### config.mk
export PLATFORM = sky130hd
export DESIGN_NAME = sdram_wr_arb_flat
export DESIGN_NICKNAME = d
export VERILOG_FILES = /design/src/rtl/sdram_pkg.sv /design/src/rtl/sdram_wr_arb_if.sv /design/src/rtl/sat_cnt.sv /design/src/rtl/sdram_wr_arb.sv /design/src/flat_wrapper.sv
export SDC_FILE = /design/constraint.sdc
export NUM_CORES = 1
export LEC_CHECK = 0
export CAP_MARGIN = 5
export CORE_MARGIN = 4
export CORE_UTILIZATION = 40
export DETAILED_ROUTE_END_ITERATION = 10
export PLACE_DENSITY = 0.69
export SYNTH_ARGS = -nofsm -noshare
export SYNTH_HDL_FRONTEND = slang
export SYNTH_SLANG_ARGS = --single-unit
### constraint.sdc
create_clock -name i_clk -period 3.2 [get_ports i_clk]
set_input_delay 0.64 -clock i_clk [delete_from_list [all_inputs] [get_ports i_clk]]
set_output_delay 0.64 -clock i_clk [all_outputs]
set_load 0.005 [all_outputs]
### src/rtl/sdram_pkg.sv
// Shared constants for the sdramfifo write-side arbiter: state encoding,
// default data width and a constant-safe clog2 helper.
package sdram_pkg;

    localparam int SDRAM_DW = 16;

    localparam logic [1:0] ST_IDLE   = 2'd0;
    localparam logic [1:0] ST_G0     = 2'd1;
    localparam logic [1:0] ST_G1     = 2'd2;
    localparam logic [1:0] ST_REPLAY = 2'd3;

    // Loop form keeps this usable in localparam elaboration.
    function automatic int clog2(input int v);
        int r;
        r = 0;
        for (int i = 0; i < 31; i++) begin
            if ((1 << i) < v) r = i + 1;
        end
        return r;
    endfunction

endpackage

### src/rtl/sdram_wr_arb_if.sv
// Producer / sdramfifo side signals of the write arbiter. The slave modport
// is the arbiter's view; master is the producers + fifo view.
interface sdram_wr_arb_if
    import sdram_pkg::*;
#(
    parameter int DW = SDRAM_DW,
    parameter int CW = 16
);
    logic          i_req0_valid;
    logic [DW-1:0] i_req0_data;
    logic          i_req0_last;
    logic          o_req0_ready;
    logic          i_req1_valid;
    logic [DW-1:0] i_req1_data;
    logic          i_req1_last;
    logic          o_req1_ready;
    logic          i_fifo_full;
    logic          o_fifo_wr;
    logic [DW-1:0] o_fifo_wr_data;
    logic          i_replay;
    logic          o_cls_raddr;
    logic [1:0]    o_grant;
    logic          o_busy;
    logic [CW-1:0] o_wcnt0;
    logic [CW-1:0] o_wcnt1;

    modport slave (
        input  i_req0_valid, i_req0_data, i_req0_last,
        input  i_req1_valid, i_req1_data, i_req1_last,
        input  i_fifo_full, i_replay,
        output o_req0_ready, o_req1_ready,
        output o_fifo_wr, o_fifo_wr_data, o_cls_raddr,
        output o_grant, o_busy, o_wcnt0, o_wcnt1
    );

    modport master (
        output i_req0_valid, i_req0_data, i_req0_last,
        output i_req1_valid, i_req1_data, i_req1_last,
        output i_fifo_full, i_replay,
        input  o_req0_ready, o_req1_ready,
        input  o_fifo_wr, o_fifo_wr_data, o_cls_raddr,
        input  o_grant, o_busy, o_wcnt0, o_wcnt1
    );

endinterface

### src/rtl/sat_cnt.sv
// Saturating up-counter with synchronous clear; holds at all-ones.
module sat_cnt #(
    parameter int W = 16
) (
    input  logic         clk,
    input  logic         rst,
    input  logic         clr,
    input  logic         inc,
    output logic [W-1:0] q
);

    always_ff @(posedge clk) begin
        if (rst || clr)
            q <= '0;
        else if (inc && (q != '1))
            q <= q + 1'b1;
    end

endmodule

### src/rtl/sdram_wr_arb.sv
// Burst-locked round-robin write arbiter for the sdramfifo write port, with
// replay (read-address clear) pulses sequenced strictly between bursts.
module sdram_wr_arb
    import sdram_pkg::*;
#(
    parameter int DW        = SDRAM_DW,
    parameter int MAX_BURST = 128,
    parameter int TIMEOUT   = 16,
    parameter int CW        = 16
) (
    input  logic           i_clk,
    input  logic           i_rst,
    sdram_wr_arb_if.slave  bus
);

    localparam int BW = clog2(MAX_BURST + 1);
    localparam int IW = clog2(TIMEOUT + 1);
    localparam logic [BW-1:0] BURST_LAST = BW'(MAX_BURST - 1);
    localparam logic [IW-1:0] IDLE_LAST  = IW'(TIMEOUT - 1);

    logic [1:0]    state, state_nx;
    logic          last_grant;
    logic          replay_pend;
    logic [BW-1:0] burst_cnt;
    logic [IW-1:0] idle_cnt;
    logic          in_g0, in_g1, in_grant;
    logic          xfer0, xfer1, xfer;
    logic          cur_valid, cur_last;
    logic          burst_end, idle_end;
    logic          wr_q;
    logic [DW-1:0] wr_data_q;

    assign in_g0    = (state == ST_G0);
    assign in_g1    = (state == ST_G1);
    assign in_grant = in_g0 | in_g1;

    assign bus.o_req0_ready = in_g0 & ~bus.i_fifo_full;
    assign bus.o_req1_ready = in_g1 & ~bus.i_fifo_full;

    assign xfer0 = bus.i_req0_valid & bus.o_req0_ready;
    assign xfer1 = bus.i_req1_valid & bus.o_req1_ready;
    assign xfer  = xfer0 | xfer1;

    assign cur_valid = in_g0 ? bus.i_req0_valid : bus.i_req1_valid;
    assign cur_last  = in_g0 ? bus.i_req0_last  : bus.i_req1_last;

    // A stalled-but-valid owner keeps the grant: only valid-low cycles age it.
    assign burst_end = xfer & (cur_last | (burst_cnt == BURST_LAST));
    assign idle_end  = in_grant & ~cur_valid & (idle_cnt == IDLE_LAST);

    always_comb begin
        state_nx = state;
        case (state)
            ST_IDLE: begin
                if (replay_pend)
                    state_nx = ST_REPLAY;
                else if (bus.i_req0_valid && bus.i_req1_valid)
                    state_nx = last_grant ? ST_G0 : ST_G1;
                else if (bus.i_req0_valid)
                    state_nx = ST_G0;
                else if (bus.i_req1_valid)
                    state_nx = ST_G1;
            end
            ST_G0, ST_G1: begin
                if (burst_end || idle_end)
                    state_nx = ST_IDLE;
            end
            default: state_nx = ST_IDLE;
        endcase
    end

    always_ff @(posedge i_clk) begin
        if (i_rst) begin
            state       <= ST_IDLE;
            last_grant  <= 1'b1;
            replay_pend <= 1'b0;
            burst_cnt   <= '0;
            idle_cnt    <= '0;
            wr_q        <= 1'b0;
            wr_data_q   <= '0;
        end else begin
            state <= state_nx;

            // New requests win over the clear so a pulse during REPLAY is not lost.
            if (bus.i_replay)
                replay_pend <= 1'b1;
            else if (state == ST_REPLAY)
                replay_pend <= 1'b0;

            if (!in_grant) begin
                burst_cnt <= '0;
                idle_cnt  <= '0;
            end else begin
                if (xfer)
                    burst_cnt <= burst_cnt + 1'b1;
                if (cur_valid)
                    idle_cnt <= '0;
                else
                    idle_cnt <= idle_cnt + 1'b1;
            end

            if (state_nx == ST_G0)
                last_grant <= 1'b0;
            else if (state_nx == ST_G1)
                last_grant <= 1'b1;

            wr_q <= xfer;
            if (xfer)
                wr_data_q <= xfer0 ? bus.i_req0_data : bus.i_req1_data;
        end
    end

    assign bus.o_fifo_wr      = wr_q;
    assign bus.o_fifo_wr_data = wr_data_q;
    assign bus.o_cls_raddr    = (state == ST_REPLAY);
    assign bus.o_grant        = {in_g1, in_g0};
    assign bus.o_busy         = (state != ST_IDLE);

    sat_cnt #(.W(CW)) u_wcnt0 (
        .clk (i_clk),
        .rst (i_rst),
        .clr (1'b0),
        .inc (xfer0),
        .q   (bus.o_wcnt0)
    );

    sat_cnt #(.W(CW)) u_wcnt1 (
        .clk (i_clk),
        .rst (i_rst),
        .clr (1'b0),
        .inc (xfer1),
        .q   (bus.o_wcnt1)
    );

endmodule
### src/flat_wrapper.sv
// flat-port wrapper written by rule: the top's interface ports become plain ports
module sdram_wr_arb_flat import sdram_pkg::*;
#(
    parameter int DW        = SDRAM_DW,
    parameter int MAX_BURST = 128,
    parameter int TIMEOUT   = 16,
    parameter int CW        = 16
)
  (i_clk, i_rst, bus_i_req0_valid, bus_i_req0_data, bus_i_req0_last, bus_i_req1_valid, bus_i_req1_data, bus_i_req1_last, bus_i_fifo_full, bus_i_replay, bus_o_req0_ready, bus_o_req1_ready, bus_o_fifo_wr, bus_o_fifo_wr_data, bus_o_cls_raddr, bus_o_grant, bus_o_busy, bus_o_wcnt0, bus_o_wcnt1);
  sdram_wr_arb_if #(.DW(DW), .CW(CW)) bus_i ();
  input  logic i_clk;
  input  logic i_rst;
  input wire logic [$bits(bus_i.i_req0_valid)-1:0] bus_i_req0_valid;
  input wire logic [$bits(bus_i.i_req0_data)-1:0] bus_i_req0_data;
  input wire logic [$bits(bus_i.i_req0_last)-1:0] bus_i_req0_last;
  input wire logic [$bits(bus_i.i_req1_valid)-1:0] bus_i_req1_valid;
  input wire logic [$bits(bus_i.i_req1_data)-1:0] bus_i_req1_data;
  input wire logic [$bits(bus_i.i_req1_last)-1:0] bus_i_req1_last;
  input wire logic [$bits(bus_i.i_fifo_full)-1:0] bus_i_fifo_full;
  input wire logic [$bits(bus_i.i_replay)-1:0] bus_i_replay;
  output wire logic [$bits(bus_i.o_req0_ready)-1:0] bus_o_req0_ready;
  output wire logic [$bits(bus_i.o_req1_ready)-1:0] bus_o_req1_ready;
  output wire logic [$bits(bus_i.o_fifo_wr)-1:0] bus_o_fifo_wr;
  output wire logic [$bits(bus_i.o_fifo_wr_data)-1:0] bus_o_fifo_wr_data;
  output wire logic [$bits(bus_i.o_cls_raddr)-1:0] bus_o_cls_raddr;
  output wire logic [$bits(bus_i.o_grant)-1:0] bus_o_grant;
  output wire logic [$bits(bus_i.o_busy)-1:0] bus_o_busy;
  output wire logic [$bits(bus_i.o_wcnt0)-1:0] bus_o_wcnt0;
  output wire logic [$bits(bus_i.o_wcnt1)-1:0] bus_o_wcnt1;
  assign bus_i.i_req0_valid = bus_i_req0_valid;
  assign bus_i.i_req0_data = bus_i_req0_data;
  assign bus_i.i_req0_last = bus_i_req0_last;
  assign bus_i.i_req1_valid = bus_i_req1_valid;
  assign bus_i.i_req1_data = bus_i_req1_data;
  assign bus_i.i_req1_last = bus_i_req1_last;
  assign bus_i.i_fifo_full = bus_i_fifo_full;
  assign bus_i.i_replay = bus_i_replay;
  assign bus_o_req0_ready = bus_i.o_req0_ready;
  assign bus_o_req1_ready = bus_i.o_req1_ready;
  assign bus_o_fifo_wr = bus_i.o_fifo_wr;
  assign bus_o_fifo_wr_data = bus_i.o_fifo_wr_data;
  assign bus_o_cls_raddr = bus_i.o_cls_raddr;
  assign bus_o_grant = bus_i.o_grant;
  assign bus_o_busy = bus_i.o_busy;
  assign bus_o_wcnt0 = bus_i.o_wcnt0;
  assign bus_o_wcnt1 = bus_i.o_wcnt1;
  sdram_wr_arb #(.DW(DW), .MAX_BURST(MAX_BURST), .TIMEOUT(TIMEOUT), .CW(CW)) u_core (.i_clk(i_clk), .i_rst(i_rst), .bus(bus_i));
endmodule
==> metrics.cfg, run 1 <==
[synthesis]
synth-simple-area-share = 0.2837
synth_compound_area_frac = 0.1781
ys_top_cells_by_count = 66 x dfxtp_1, 49 x nand2_1, 40 x nor2_1
yosysMostFrequentCell = dfxtp_1
syn-instance-count = 386
yosysWarnings = 0
yosys.cell_types.count = 54
yosysTopAreaCell = dfxtp_1
ys_seq_area_frac = 0.3952
synth_area_um2 = 3343
synth_edf_count = 0
avgSynthCellArea_um2 = 8.661
synth_top_family_by_area = simple AND/OR/NAND/NOR gates
yosysTopAreaCellShare = 0.3952
synthArstFlopShare = 0
ys.flop_type = dfxtp_1
synth_xor_area_frac = 0.02358
yosys.area_share.adder = 0.04117
synthMuxAreaShare = 0.02882
synth_area_leaders = dfxtp_1 40%, nand2_1 5.5%, nor2_1 4.5%
ys_seq_elements = 66
synth_nets = 437

[place]
dp_slack_ns = 0.2040
place_congestion = 0.8547
dp_cells = 568
hpwlAfterDp_mm = 6.177
port_buffers = 94
placed_area_um2 = 4332

[critical_path]
reg2reg_slack_ns = 0.61
arrival_ns = 2.87
critical_path_class = input port to register
critPathLaunchType = input port
worst_r2r_path_depth = 9
crit_path_end_kind = register
r2r_start = u_core.state[1]
worstPathMaxFanout = 8
worst-endpoint-required_ns = 3.42
r2r-end = u_core.last_grant

[die]
coreArea_um2 = 8175
dieArea_um2 = 9884
die_y_um = 99.42
die_w_um = 99.42
num_rows = 33
io_pins = 95
initial_core_util = 0.4089

[timing]
min_period_ns = 2.653
fin_skew_ns = 0.006518
setup_slack_ns = 0.5465
max_freq_mhz = 376.9
post-route-period-util = 0.8292
setup_viol = 0
drv_slew = 0
slew_headroom = 0.6459
tightestPinTransition_ns = 0.5311
grt_setup_unrepaired = false
timing.setup.tns_ns = 0
hold_viol = 0
holdWs_ns = 0.4845

[routing]
route.detailed.drc = 0
detail_route.iter0.violations = 65
vias_per_cell = 5.442
routed-via-count = 3178
drtAntennaViolNets = 0
drt_wl_total_mm = 8.486
drt-pass1-iter-count = 4
wl_per_cell_um = 14.53

[cells_and_area]
n_antenna_cell = 0
multiInputGateArea_um2 = 1857
fin_cells = 584
syn2layout_area_growth_pct = 36.12
ff_latch_area_um2 = 1321
nets = 525
finalInstanceArea_um2 = 4551
n_fill_cell = 748
drive_above_1_share = 0.07724

[global_routing]
grt_pass1_vias = 3035
grt_use_total = 0.1792
grt_max_degree = 34
grt_pass1_wl_mm = 14.59
grt.overflow.total = 0
antenna_found_initial = 0

[clock_tree]
clkSinkCount = 66
max-clock-path-buffers = 2
clk_latency_ns = 0.33
htree_levels = 3
clock-root-buffer = clkbuf_8
numCtsBuffers = 9
cts_tree = done
cts_hold_buf = 0
postCtsResizedCells = 0
post-cts-setup-buffer-count = 0
path_clk_slew_ns = 0.07

[pwr]
cellPowerDensity_nw_per_um2 = 459.6
ir_worst_vdd_uv = 264.3
leakagePower_nw = 1.543

[min_path]
holdPathStages = 1
min_path_type = register to register
min_from = u_core.idle_cnt[0]
hold_end = u_core.idle_cnt[0]

[run_status]
outcome = finished, final reports clean

[job]
maxCapViolCount = 0

-- registers in the layout (all words and copies together) (netlist names) --
name / cells
u_core.replay_pend: 1
u_core.bus.o_fifo_wr: 1
u_core.bus.o_fifo_wr_data: 16
u_core.idle_cnt: 5
u_core.last_grant: 1
u_core.burst_cnt: 8
u_core.state: 2
u_core.u_wcnt0.q: 16
u_core.u_wcnt1.q: 16
-- how the worst max path moves through the flow --
stage | startpoint | to | slack [ns] | cells past startpoint
floorplan | u_core.state[1] | u_core.last_grant | 0.86 | 9
global placement | bus_i_req0_valid | u_core.last_grant | 0.25 | 8
detailed placement | bus_i_req0_valid | u_core.last_grant | 0.20 | 8
CTS | bus_i_fifo_full | bus_o_req1_ready | 0.54 | 3
global route | u_core.state[1] | u_core.last_grant | 0.35 | 9
finish | bus_i_req0_valid | u_core.last_grant | 0.55 | 8
-- power breakdown --
part	switching (mW)	total (mW)	leakage [nW]	internal, mW
Clock	0.312	0.770	0.109	0.458
Sequential	0.0360	0.904	0.534	0.868
Combinational	0.195	0.418	0.899	0.223
Total	0.543	2.09	1.54	1.55
-- per-layer routing --
metal / part of all wire / wire, µm / global-route usage / up-vias
li1: - / - / - / 1588
met5: 0 / 0 / 0 / -
met3: 0.035 / 293 / 0.03086 / 10
met1: 0.46 / 3875 / 0.2331 / 1527
met2: 0.50 / 4213 / 0.2975 / 53
met4: 0.012 / 103 / 0.06618 / 0
-- through the flow --
step,power (mW),utilization
global placement,1.335,0.5298
CTS,2.114,0.5566
global route,2.203,0.5566
detailed placement,1.339,0.5298
finish,2.092,0.5566
floorplan,1.149,-
-- cells in the final DEF (no fill, tap or decap), types with 4 or more instances in the layout --
cell             count
or4_1               13
nand2_1             49
clkdlybuf4s50_1     93
nor2b_1              8
a311oi_1            17
o31a_1               4
or3_1                5
nor2_1              40
inv_1               14
mux2i_1              4
xnor2_1              8
dfxtp_1             66
mux2_2               5
buf_4                4
clkbuf_8            10
nor4_1               7
nand4_1              5
o31ai_1             13
nand3_1             11
ha_1                11
and4_1               7
a21oi_1             25
o21ai_0              8
-- worst max-delay path: stages --
cell and delay (ns):
clkdlybuf4s50_1 0.51, a22oi_1 0.51, or2_2 0.24, o211ai_1 0.12, a21o_1 0.20, ha_1 0.28
mux2i_1 0.11, or2_2 0.26
-- cell type report --
type | count | area share
clock buffers | 11 | 0.03107
clock inverters | 5 | 0.01705
inverters | 15 | 0.01237
multi-input cells | 284 | 0.4080
flip-flops and latches | 66 | 0.2904
well taps | 105 | 0.02887
repair buffers | 98 | 0.2123
-- cell families after synthesis --
logic type / count (synthesis)
flops: 66
mux: 9
buf+inv: 36
fa+ha+maj: 11
xor+xnor: 9
simple gates: 169
compound gates: 86
Power figures use the tool's default switching activity.
==> run 2: changes to the inputs <==
Clock period 3.2 ns to 2.5 ns, I/O delays scaled along.
==> run 2 against run 1 <==
Against the previous run:
- die area unchanged
- cell count increased by 2.9%
- clock power increased by 29%
- setup slack got worse by 0.39 ns
- global-route usage increased by 0.62 points
- non-clock buffer count increased by 17
- hold slack got worse by 0.036 ns
- register-to-register slack got worse by 0.43 ns
- clock skew increased by 0.0076 ns
- sequential power increased by 28%
- total power increased by 30%
- core utilization increased by 1.6 points
- largest cell class unchanged
- largest power group unchanged
==> metrics.cfg, run 2 (synthesis gave the netlist of run 1 again) <==
[global_routing]
grt_pass1_vias = 3130  ; +3.1%
grt_pass1_wl_mm = 14.98  ; +2.6%
grt_max_degree = 23  ; -32%
grt_use_total = 0.1854  ; +0.006212
grt.overflow.total = 0  ; unchanged
antenna_found_initial = 0  ; unchanged

[routing]
routed-via-count = 3191  ; +0.41%
drt-pass1-iter-count = 4  ; unchanged
vias_per_cell = 5.309  ; -2.4%
wl_per_cell_um = 14.61  ; +0.52%
route.detailed.drc = 0  ; unchanged
drtAntennaViolNets = 0  ; unchanged
detail_route.iter0.violations = 100  ; +54%
drt_wl_total_mm = 8.778  ; +3.4%

[place]
place_congestion = 0.8280  ; -3.1%
dp_slack_ns = -0.1347  ; -0.3387 ns
port_buffers = 94  ; unchanged
placed_area_um2 = 4459  ; +2.9%
hpwlAfterDp_mm = 6.618  ; +7.1%

[critical_path]
worst_r2r_path_depth = 8  ; -1
crit_path_max_incr_delay_ns = 0.53  ; +0.02 ns
worstPathMaxFanout = 5  ; -3
critPathLaunchType = input port
worst_path_most_repeated_cell = clkdlybuf4s50_1
cp_cell_sequence = clkdlybuf4s50_1, buf_4, nor2b_1, clkdlybuf4s50_1
worst-endpoint-required_ns = 2.00  ; -1.42 ns
crit_path_end_kind = output pin
cp_slowest_cell = clkdlybuf4s50_1
critical_path_class = input port to output pin
arrival_ns = 1.85  ; -1.02 ns

[timing]
min_period_ns = 2.347
tightestPinTransition_ns = 0.4776  ; -0.05351 ns
slew_headroom = 0.6802  ; +0.03433
fin_skew_ns = 0.01416  ; +0.007643 ns
post-route-period-util = 0.9387
drv_slew = 0  ; unchanged
max_freq_mhz = 426.1
timing.setup.tns_ns = 0  ; unchanged
setup_slack_ns = 0.1533  ; -0.3932 ns
setup_viol = 0  ; unchanged
hold_viol = 0  ; unchanged

[die]
initial_core_util = 0.4089  ; unchanged
die_w_um = 99.42  ; unchanged
coreArea_um2 = 8175  ; unchanged
dieArea_um2 = 9884  ; unchanged
num_rows = 33  ; unchanged
io_pins = 95  ; unchanged
die_y_um = 99.42  ; unchanged

[min_path]
holdPathStages = 1  ; unchanged
min_path_type = register to register

[clock_tree]
cts_tree = done
path_clk_slew_ns = 0.06  ; about the same
post-cts-setup-buffer-count = 0  ; unchanged
htree_levels = 3  ; unchanged
numCtsBuffers = 9  ; unchanged
max-clock-path-buffers = 2  ; unchanged
cts_hold_buf = 0  ; unchanged
clk_latency_ns = 0.34  ; about the same
clkSinkCount = 66  ; unchanged
clock-root-buffer = clkbuf_8

[pwr]
ir_worst_vdd_uv = 352.0  ; +33%
cellPowerDensity_nw_per_um2 = 582.1  ; +27%
leakagePower_nw = 1.623  ; +5.2%
power_mw = 2.725  ; +30%

[cells_and_area]
syn2layout_area_growth_pct = 40.01
finalInstanceArea_um2 = 4681  ; +2.9%
drive_above_1_share = 0.1109  ; +0.03364
n_antenna_cell = 0  ; unchanged
final_common_cell = clkdlybuf4s50_1
final_cell_mix = 93 x clkdlybuf4s50_1, 66 x dfxtp_1, 49 x nand2_1
utilization = 0.5725  ; +0.01592
nets = 542  ; +3.2%

[run_status]
outcome = finished, final reports clean

[job]
maxCapViolCount = 0  ; unchanged

==> run 2: cell types whose count changed in the layout (fill, tap and decap cells not counted), sizes merged <==
cell	before	now
buf	5	22
==> run 2: timing repair <==
action                                  4_1_cts  5_1_grt
endpoints found under the setup margin        0        1
gates resized for setup                       0        1
endpoints found under the hold margin         0        0
==> run 2: routing by layer <==
metal	up-vias	wire (µm)	global-route usage
met4	0	124	0.07038
met3	11	293	0.03156
met5	-	0	0
met2	67	4426	0.3135
li1	1624	-	-
met1	1489	3933	0.2359
==> run 2: path summary, 6_finish.rpt <==
path | slack, ns | to | start
setup / recovery | 0.15 | bus_o_req1_ready | bus_i_fifo_full
hold / removal | 0.45 | u_core.idle_cnt[0] | u_core.idle_cnt[0]
setup reg to reg | 0.18 | u_core.last_grant | u_core.state[0]
hold reg to reg | 0.45 | u_core.idle_cnt[0] | u_core.idle_cnt[0]
==> run 2: metrics by stage <==
stage               cells  hold WS [ns]
floorplan             386        0.4175
global placement      585        0.4284
detailed placement    585        0.4392
CTS                   601        0.4535
global route          601        0.4798
finish                601        0.4483
==> run 2: layout make-up <==
type / instances / area (µm²)
clock buffers: 11 / 141.4
clock inverters: 5 / 77.57
fillers: 778 / 3495
inverters: 15 / 56.30
multi-input cells: 284 / 1859
flip-flops and latches: 66 / 1321
well taps: 105 / 131.4
repair buffers: 115 / 1094
==> run 2: critical path: cells and delay by family <==
family,cells,cell delay (ns)
buf+inv,3,1.19
simple gates,1,0.16
==> run 2: power by group <==
| group | switching [mW] | leakage (nW) | internal [mW] |
|---|---|---|---|
| clock | 0.406 | 0.109 | 0.586 |
| combinational | 0.260 | 0.979 | 0.314 |
| sequential | 0.0482 | 0.534 | 1.11 |
